## src/rtl/eqn_dr_hs_if.sv

```systemverilog
// eqn_dr_hs_if
// Groups the three dual-rail links of the equality comparator into one bundle.
//   en       evaluation enable (driven by master)
//   in0/in1  WIDTH-digit dual-rail operands, digit i = bits [2i+1:2i] (driven by master)
//   out_ack  consumer acknowledge for the result digit (driven by master)
//   in0_ack  operand A acknowledge (driven by slave)
//   in1_ack  operand B acknowledge (driven by slave)
//   out      result digit, rail1 = TRUE, rail0 = FALSE (driven by slave)
//   err      sticky illegal-code flag (driven by slave)
// The comparator itself uses the slave modport; producers/consumers use master.
interface eqn_dr_hs_if #(
    parameter int WIDTH = 8
);
    logic                 en;
    logic [2*WIDTH-1:0]   in0;
    logic [2*WIDTH-1:0]   in1;
    logic                 in0_ack;
    logic                 in1_ack;
    logic [1:0]           out;
    logic                 out_ack;
    logic                 err;

    modport master (
        output en, in0, in1, out_ack,
        input  in0_ack, in1_ack, out, err
    );

    modport slave (
        input  en, in0, in1, out_ack,
        output in0_ack, in1_ack, out, err
    );
endinterface

```

## src/rtl/eqn_dr_hs.sv

```systemverilog
// eqn_dr_hs
// WIDTH-digit dual-rail equality comparator with clocked link handshakes.
// Both operands must be complete in the same cycle (with en high) to be accepted;
// the result (in0 == in1) ^ INVERT is registered as one dual-rail digit.
// ENC selects the link protocol:
//   "FP" four-phase return-to-null: IDLE -> DATA -> RTZ -> IDLE
//   "TP" two-phase transition:      IDLE -> WAIT -> IDLE
// Ports:
//   clk   rising-edge clock
//   rst   synchronous active-high reset
//   link  eqn_dr_hs_if slave modport (en, in0, in1, out_ack in; in0_ack, in1_ack, out, err out)
// All outputs come straight from registers.
module eqn_dr_hs #(
    parameter int WIDTH  = 8,
    parameter     ENC    = "TP",
    parameter bit INVERT = 1'b0
) (
    input  logic        clk,
    input  logic        rst,
    eqn_dr_hs_if.slave  link
);
    localparam int RAIL_NUM = 2;
    localparam bit IS_FP    = (ENC == "FP");

    typedef enum logic [1:0] {
        S_IDLE,
        S_DATA,
        S_RTZ,
        S_WAIT
    } state_t;

    state_t                      state_q, state_n;
    logic [1:0]                  out_q, out_n;
    logic                        ack0_q, ack0_n;
    logic                        ack1_q, ack1_n;
    logic                        err_q, err_n;
    logic                        phase_q, phase_n;
    logic [RAIL_NUM*WIDTH-1:0]   prev0_q, prev0_n;
    logic [RAIL_NUM*WIDTH-1:0]   prev1_q, prev1_n;

    // Per-digit symbols: in FP the rails are the code itself, in TP the
    // code is which rails moved since the last accepted token.
    logic [RAIL_NUM*WIDTH-1:0]   sym0, sym1;
    logic [WIDTH-1:0]            ok0, ok1, bad0, bad1, val0, val1;
    logic                        complete0, complete1;
    logic                        illegal0, illegal1;
    logic                        null0, null1;
    logic                        result;

    // Digit decode shared by both encodings: one active rail = valid,
    // both active = illegal, rail1 carries the decoded value.
    always_comb begin
        sym0 = IS_FP ? link.in0 : (link.in0 ^ prev0_q);
        sym1 = IS_FP ? link.in1 : (link.in1 ^ prev1_q);
        ok0  = '0;
        ok1  = '0;
        bad0 = '0;
        bad1 = '0;
        val0 = '0;
        val1 = '0;
        for (int i = 0; i < WIDTH; i++) begin
            ok0[i]  = sym0[RAIL_NUM*i] ^ sym0[RAIL_NUM*i+1];
            ok1[i]  = sym1[RAIL_NUM*i] ^ sym1[RAIL_NUM*i+1];
            bad0[i] = sym0[RAIL_NUM*i] & sym0[RAIL_NUM*i+1];
            bad1[i] = sym1[RAIL_NUM*i] & sym1[RAIL_NUM*i+1];
            val0[i] = sym0[RAIL_NUM*i+1];
            val1[i] = sym1[RAIL_NUM*i+1];
        end
        complete0 = &ok0;
        complete1 = &ok1;
        illegal0  = |bad0;
        illegal1  = |bad1;
        null0     = (link.in0 == '0);
        null1     = (link.in1 == '0);
        result    = (val0 == val1) ^ INVERT;
    end

    // Next-state and next-output logic. An illegal digit blocks acceptance
    // (an illegal digit is never "valid", so that operand is incomplete anyway).
    always_comb begin
        state_n = state_q;
        out_n   = out_q;
        ack0_n  = ack0_q;
        ack1_n  = ack1_q;
        err_n   = err_q;
        phase_n = phase_q;
        prev0_n = prev0_q;
        prev1_n = prev1_q;
        case (state_q)
            S_IDLE: begin
                if (illegal0 || illegal1) begin
                    err_n = 1'b1;
                end else if (link.en && complete0 && complete1) begin
                    if (IS_FP) begin
                        out_n   = {result, ~result};
                        ack0_n  = 1'b1;
                        ack1_n  = 1'b1;
                        state_n = S_DATA;
                    end else begin
                        prev0_n = link.in0;
                        prev1_n = link.in1;
                        if (result) begin
                            out_n[1] = ~out_q[1];
                        end else begin
                            out_n[0] = ~out_q[0];
                        end
                        ack0_n  = ~ack0_q;
                        ack1_n  = ~ack1_q;
                        phase_n = ~phase_q;
                        state_n = S_WAIT;
                    end
                end
            end
            S_DATA: begin
                if (link.out_ack) begin
                    out_n   = 2'b00;
                    state_n = S_RTZ;
                end
            end
            // Each operand ack drops independently as soon as that operand nulls.
            S_RTZ: begin
                if (null0) begin
                    ack0_n = 1'b0;
                end
                if (null1) begin
                    ack1_n = 1'b0;
                end
                if (null0 && null1 && !link.out_ack) begin
                    state_n = S_IDLE;
                end
            end
            // Inputs are deliberately ignored until the consumer catches up.
            S_WAIT: begin
                if (link.out_ack == phase_q) begin
                    state_n = S_IDLE;
                end
            end
            default: begin
                state_n = S_IDLE;
            end
        endcase
    end

    // State register; reset abandons any token in flight without emitting toggles.
    always_ff @(posedge clk) begin
        if (rst) begin
            state_q <= S_IDLE;
            out_q   <= 2'b00;
            ack0_q  <= 1'b0;
            ack1_q  <= 1'b0;
            err_q   <= 1'b0;
            phase_q <= 1'b0;
            prev0_q <= '0;
            prev1_q <= '0;
        end else begin
            state_q <= state_n;
            out_q   <= out_n;
            ack0_q  <= ack0_n;
            ack1_q  <= ack1_n;
            err_q   <= err_n;
            phase_q <= phase_n;
            prev0_q <= prev0_n;
            prev1_q <= prev1_n;
        end
    end

    assign link.out     = out_q;
    assign link.in0_ack = ack0_q;
    assign link.in1_ack = ack1_q;
    assign link.err     = err_q;
endmodule

```

## src/flat_wrapper.sv

```systemverilog
// flat-port wrapper written by rule: the top's interface ports become plain ports
module eqn_dr_hs_flat 
#(
    parameter int WIDTH  = 8,
    parameter     ENC    = "  ",
    parameter bit INVERT = 1'b0
)
  (clk, rst, link_en, link_in0, link_in1, link_out_ack, link_in0_ack, link_in1_ack, link_out, link_err);
  eqn_dr_hs_if #(.WIDTH(WIDTH)) link_i ();
  input  logic clk;
  input  logic rst;
  input wire logic [$bits(link_i.en)-1:0] link_en;
  input wire logic [$bits(link_i.in0)-1:0] link_in0;
  input wire logic [$bits(link_i.in1)-1:0] link_in1;
  input wire logic [$bits(link_i.out_ack)-1:0] link_out_ack;
  output wire logic [$bits(link_i.in0_ack)-1:0] link_in0_ack;
  output wire logic [$bits(link_i.in1_ack)-1:0] link_in1_ack;
  output wire logic [$bits(link_i.out)-1:0] link_out;
  output wire logic [$bits(link_i.err)-1:0] link_err;
  assign link_i.en = link_en;
  assign link_i.in0 = link_in0;
  assign link_i.in1 = link_in1;
  assign link_i.out_ack = link_out_ack;
  assign link_in0_ack = link_i.in0_ack;
  assign link_in1_ack = link_i.in1_ack;
  assign link_out = link_i.out;
  assign link_err = link_i.err;
  eqn_dr_hs #(.WIDTH(WIDTH), .ENC(ENC), .INVERT(INVERT)) u_core (.clk(clk), .rst(rst), .link(link_i));
endmodule
```

## config.mk

```make
export PLATFORM = sky130hd
export DESIGN_NAME = eqn_dr_hs_flat
export DESIGN_NICKNAME = d
export VERILOG_FILES = /design/src/rtl/eqn_dr_hs_if.sv /design/src/rtl/eqn_dr_hs.sv /design/src/flat_wrapper.sv
export SDC_FILE = /design/constraint.sdc
export NUM_CORES = 1
export LEC_CHECK = 0
export ABC_AREA = 0
export BUFFER_PORTS_ARGS = -buffer_cell sky130_fd_sc_hd__buf_2
export CAP_MARGIN = 20
export CORE_MARGIN = 2
export CORE_UTILIZATION = 60
export CTS_BUF_LIST = sky130_fd_sc_hd__clkbuf_4 sky130_fd_sc_hd__clkbuf_8 sky130_fd_sc_hd__clkbuf_16
export CTS_CLUSTER_DIAMETER = 120
export DETAILED_ROUTE_END_ITERATION = 16
export GPL_ROUTABILITY_DRIVEN = 0
export GPL_TIMING_DRIVEN = 0
export PLACE_DENSITY = 0.91
export SKIP_LAST_GASP = 1
export SLEW_MARGIN = 15
export SYNTH_ARGS = -nofsm -noshare
export SYNTH_HDL_FRONTEND = slang
export SYNTH_SLANG_ARGS = --single-unit
```

## constraint.sdc

```tcl
create_clock -name clk -period 8.2 [get_ports clk]
set_clock_uncertainty 0.1 [all_clocks]
set_input_delay 0.41 -clock clk [delete_from_list [all_inputs] [get_ports clk]]
set_output_delay 0.41 -clock clk [all_outputs]
set_load 0.1 [all_outputs]
```

-- After elaboration in Yosys (flattened, before gate mapping)
Index checks and enable logic that the tools add are counted.
- register bits after elaboration: 40
- input bits: 36
- output and inout bits: 5
- word-level logic and storage cells: 105
- equality and inequality tests: 14
- mux-type cells: 20
- bitwise operators: 40
- reduce and logical (&&, ||, !) cells: 22
- operator list (operator ; count):
    16-bit logical NOT ; 2
    16-bit XOR ; 2
    1-bit AND ; 16
    2-bit 2-to-1 mux ; 8
    8-bit AND reduction ; 2
    8-bit OR reduction ; 2
    1-bit XOR ; 16
    5-bit AND reduction ; 3
    2-bit by 1-bit != test with 1-bit output (second input constant) ; 6
    8-bit == test ; 1
    1-bit 2-to-1 mux ; 8
    2-bit case mux with 4 select lines ; 1
    4-bit AND reduction ; 2
    2-bit != test (second input constant) ; 3
    1-bit inverter ; 6
    2-bit == test (second input constant) ; 2
    1-bit logical AND ; 4
    1-bit case mux with 2 select lines ; 2
    2-bit case mux with 2 select lines ; 1
    2-bit nonzero test ; 2
    3-bit AND reduction ; 1
    2-bit by 1-bit == test with 1-bit output (second input constant) ; 1
    2-bit logical NOT ; 1
    2-bit AND reduction ; 1
    3 further kinds ; 3

-- Depth between registers and ports, before layout
- word-level depth: 8
- gate-level depth with buffers: 12
- mapped depth without buffers: 9

-- Least setup slack after synthesis
No wires, ideal clock.
- path type: input to register
- from: input port link_in1[5]
- to: register u_core.prev0_q[12]
- setup time: 0.133 ns
- arrival time: 2.575 ns
- required time: 7.967 ns
- setup slack: 5.391 ns
- stages on the path: 12
- buffers on the path: 3
- cell sequence: xnor2_1 inv_1 ha_1 nor4_2 nand4_1 or4b_1 buf_2 or3_1 clkbuf_1 buf_2 nand2_1 a21oi_1
- cells in the longest elaborated chain, start to end: 6
- elaborated cells on any way between the ends: 9
- those cells by class: bitwise (4); reduce/logical (5)
- ends and longest elaborated chain (item ; RTL line ; RTL):
    from (decl) ; flat_wrapper.sv:14 ; input wire logic [$bits(link_i.in1)-1:0] link_in1;
    16-bit XOR (*) ; eqn_dr_hs.sv:54 ; sym1 = IS_FP ? link.in1 : (link.in1 ^ prev1_q);
    1-bit AND ; eqn_dr_hs.sv:65 ; bad1[i] = sym1[RAIL_NUM*i] & sym1[RAIL_NUM*i+1];
    8-bit OR reduction ; eqn_dr_hs.sv:72 ; illegal1 = |bad1;
    1-bit logical OR ; eqn_dr_hs.sv:91 ; if (illegal0 || illegal1) begin
    1-bit inverter (no source line) ; n/a ;
    3-bit AND reduction (no source line) (*) ; n/a ;
    to (signal assigned) ; eqn_dr_hs.sv:162 ; prev0_q <= prev0_n;
    to (decl) ; eqn_dr_hs.sv:38 ; logic [RAIL_NUM*WIDTH-1:0] prev0_q, prev0_n;
Mark *: on every way between the ends. The rest lies on a longest branch, timed or not.
A chain may end at the register's enable or synchronous reset.

-- Final worst setup path
- from: register u_core.prev1_q[1]
- to: register u_core.prev1_q[11]
- cells in the longest elaborated chain, start to end: 6
- elaborated cells on any way between the ends: 9
- those cells by class: bitwise (4); reduce/logical (5)
- ends and longest elaborated chain (item ; RTL line ; RTL):
    from (decl) ; eqn_dr_hs.sv:39 ; logic [RAIL_NUM*WIDTH-1:0] prev1_q, prev1_n;
    from (signal assigned) ; eqn_dr_hs.sv:163 ; prev1_q <= prev1_n;
    16-bit XOR (*) ; eqn_dr_hs.sv:54 ;
    1-bit AND ; eqn_dr_hs.sv:65 ;
    8-bit OR reduction ; eqn_dr_hs.sv:72 ;
    1-bit logical OR ; eqn_dr_hs.sv:91 ;
    1-bit inverter (no source line) ; n/a ;
    3-bit AND reduction (no source line) (*) ; n/a ;
Marks and branches as above.

==> results.py <==
metrics = {
    "grt": {
        "grt_overflow_total": 0,
        "grt_start_max_net_pins": 13,
        "grt_pass1_vias": 1941,
        "grt_usage": 0.280,
        "grt_pass1_wl_mm": 8.94,
        "antenna_found_initial": 0,
    },
    "clocking": {
        "clkLatencyLatePin_ns": 0.30,
        "cts_num_sinks": 40,
        "post_cts_resized": 0,
        "post_cts_buffers": 0,
        "numCtsBuffers": 5,
        "cts_hold_buffers": 0,
        "cts-root-buf": "clkbuf_8",
        "h-tree-depth": 2,
        "clock_path_buffers": 2,
        "cts_tree": "yes",
        "clk_pin_slew_ns": 0.08,
    },
    "floorplanning": {
        "io-pin-count": 41,
        "core-area_sq_um": 3630,
        "die_y_um": 65.2,
        "die_area_sq_um": 4250,
        "initial_utilization": 0.619,
        "die_w_um": 65.2,
        "rows": 22,
    },
    "sta": {
        "hold_violations": 0,
        "rsz0062_at_grt": "no",
        "setup_viol": 0,
        "layout_setup_ws_ns": 4.98,
        "holdWs_ns": 0.271,
        "fin_crit_sh": 0.393,
        "slew_violations": 0,
        "layout_min_cycle_time_ns": 3.22,
        "worstMarginPinSlew_ns": 0.517,
        "setup-tns-final_ns": 0,
        "fmax_mhz": 310,
        "slew_headroom": 0.655,
    },
    "worst_hold_path": {
        "hold_class": "in2reg",
        "min_path_cells": 3,
        "hold_start": "link_in0[4]",
        "hold_path_end": "u_core.prev0_q[4]",
    },
    "routing": {
        "ant_nets": 0,
        "viasPerCell": 5.56,
        "firstDrtPassIters": 4,
        "drt-initial-drc-count": 167,
        "routed_wl_mm": 5.37,
        "drc": 0,
        "wl_per_cell_um": 14.4,
        "via_count": 2070,
    },
    "setup_path": {
        "cp-end-kind": "flip-flop",
        "timing.rr.start": "u_core.prev1_q[1]",
        "r2r-end": "u_core.prev1_q[11]",
        "path_class": "reg2reg",
        "arrival_ns": 3.28,
        "start_kind": "flip-flop",
        "path_max_fanout": 10,
        "critPathRequiredTime_ns": 8.26,
        "r2r_slack_ns": 4.98,
        "reg2reg_depth": 12,
    },
    "pwr": {
        "leakagePower_nw": 1.08,
        "powerDensity_nw_per_um2": 159,
        "design_power_total_w": 0.000419,
        "irDropWorstVdd_mv": 0.147,
    },
    "synth": {
        "synth_seq_cells": 40,
        "synth_area_sq_um": 2250,
        "yosysUniqueCellTypes": 29,
        "syn-num-nets": 328,
        "synthCells": 276,
        "yosysSeqAreaShare": 0.356,
        "yosysWarnings": 0,
        "avgSynthCellArea_sq_um": 8.15,
    },
    "outcome": {
        "status": "complete, no violations",
    },
    "run": {
        "max_cap_violations": 0,
    },
    "final_layout": {
        "drive_gt1_frac": 0.185,
        "multiInputGateArea_sq_um": 1360,
        "antennaDiodeCount": 0,
        "regArea_sq_um": 801,
        "fillers": 294,
        "layout.nets": 375,
        "final_cell_area_sq_um": 2640,
        "synthToLayoutAreaGrowth_pct": 17.2,
    },
    "place": {
        "hpwl_mm": 4.05,
        "placed_area_sq_um": 2510,
        "placement.io_buffers": 40,
        "pre_cts_ws_ns": 4.85,
    },
}
==> cell usage in the layout (no fill, tap or decap), types with 2 or more instances in the layout <==
master    count
clkbuf_8      7
nand4_1       5
dfxtp_1      40
a41oi_1       2
nor3_1        3
o21ai_1       2
nor4_2        3
clkbuf_1      7
a21o_1        2
nor4_1       10
xnor2_1      16
nand2_1      70
inv_1         7
o21ai_0       3
ha_1         16
buf_2        47
nor2b_1       2
nor2_1        5
xor2_1       26
a21oi_1      37
or3_1         4
==> power by group <==
part           switching, W  leakage, nW  internal, W
registers       0.000000124        0.322     0.000194
clock network     0.0000702       0.0645     0.000107
logic             0.0000277        0.689    0.0000193
total             0.0000981         1.08     0.000321
==> how the worst max path moves through the flow <==
stage | start | to | slack [ns] | depth (start not counted)
floorplan | link_in1[5] | u_core.prev0_q[12] | 5.39 | 12
global placement | link_in1[3] | u_core.prev1_q[7] | 4.88 | 13
detailed placement | link_in1[3] | u_core.prev0_q[2] | 4.85 | 13
CTS | u_core.prev1_q[1] | u_core.prev1_q[11] | 4.98 | 12
finish | u_core.prev1_q[1] | u_core.prev1_q[11] | 4.98 | 12
global route | u_core.prev1_q[3] | u_core.prev1_q[11] | 4.77 | 12
==> synth_stat cells <==
| library cell | count | share of area |
|---|---|---|
| nor2b_1 | 2 | 0.0056 |
| nor2_1 | 5 | 0.0083 |
| or4b_1 | 1 | 0.0044 |
| a21oi_1 | 37 | 0.082 |
| mux2_1 | 1 | 0.0050 |
| a311oi_1 | 1 | 0.0039 |
| nand2_1 | 70 | 0.12 |
| or3_1 | 4 | 0.011 |
| xor2_1 | 26 | 0.10 |
| inv_1 | 7 | 0.012 |
| nand3_1 | 1 | 0.0022 |
| o21ai_1 | 2 | 0.0044 |
| nor3_4 | 1 | 0.0072 |
| xnor2_1 | 16 | 0.062 |
| nor3_1 | 3 | 0.0067 |
| a211oi_2 | 1 | 0.0056 |
| nand4_1 | 5 | 0.014 |
| nand2b_1 | 1 | 0.0028 |
| ha_1 | 16 | 0.089 |
| nor4_1 | 10 | 0.028 |
| clkbuf_1 | 7 | 0.012 |
| a21o_1 | 2 | 0.0067 |
| a41oi_1 | 2 | 0.0078 |
| buf_2 | 7 | 0.016 |
| nand3b_1 | 1 | 0.0033 |
| o21ai_0 | 3 | 0.0067 |
| dfxtp_1 | 40 | 0.36 |
| o21a_1 | 1 | 0.0033 |
| nor4_2 | 3 | 0.017 |
==> final cells by class <==
cell class / count / share of cell area
buffer: 14 / 0.0233
sequential: 40 / 0.304
inverter: 7 / 0.00997
clock buffer: 7 / 0.0365
tap: 48 / 0.0228
multi-input combinational: 215 / 0.516
timing repair buffer: 40 / 0.0759
clock inverter: 1 / 0.0114
==> stage by stage <==
| stage | util | std cells |
|---|---|---|
| 2_1_floorplan | - | 276 |
| 3_3_place_gp | 0.691 | 364 |
| 3_5_place_dp | 0.691 | 364 |
| 4_1_cts | 0.726 | 372 |
| 5_1_grt | 0.726 | 372 |
| 6_report | 0.726 | 372 |
==> sequential cells by signal, indices dropped and copies added (netlist names) <==
register	cells
u_core.link.in1_ack	1
u_core.prev0_q	16
u_core.phase_q	1
u_core.link.err	1
u_core.link.in0_ack	1
u_core.state_q	2
u_core.prev1_q	16
u_core.link.out	2
==> worst max-delay path: stages (launching register included) <==
cell and delay, ns:
dfxtp_1 0.32, xnor2_1 0.29, inv_1 0.08, ha_1 0.19, nor4_2 0.30, nand4_1 0.20, or4b_1 0.55, buf_2 0.18
or3_1 0.32, clkbuf_1 0.16, buf_2 0.21, nand2_1 0.09, a21oi_1 0.07
==> cell families after synthesis <==
kind of cell             count (synthesis)  share of synthesized area
buffers and inverters                   21                     0.0389
multiplexers                             1                    0.00501
AND/OR/NAND/NOR                        107                      0.227
flip-flops                              40                      0.356
AO/OA/AOI/OAI                           49                      0.121
adder cells (fa/ha/maj)                 16                     0.0890
XOR/XNOR                                42                      0.164
==> layer usage <==
metal | part of all wire | track usage | up-vias
met3 | 0.058 | 0.0582 | 16
met1 | 0.41 | 0.315 | 953
met2 | 0.50 | 0.504 | 70
li1 | - | - | 1031
met4 | 0.033 | 0.130 | 0
met5 | 0 | 0 | -
(Power assumes the default switching activity.)
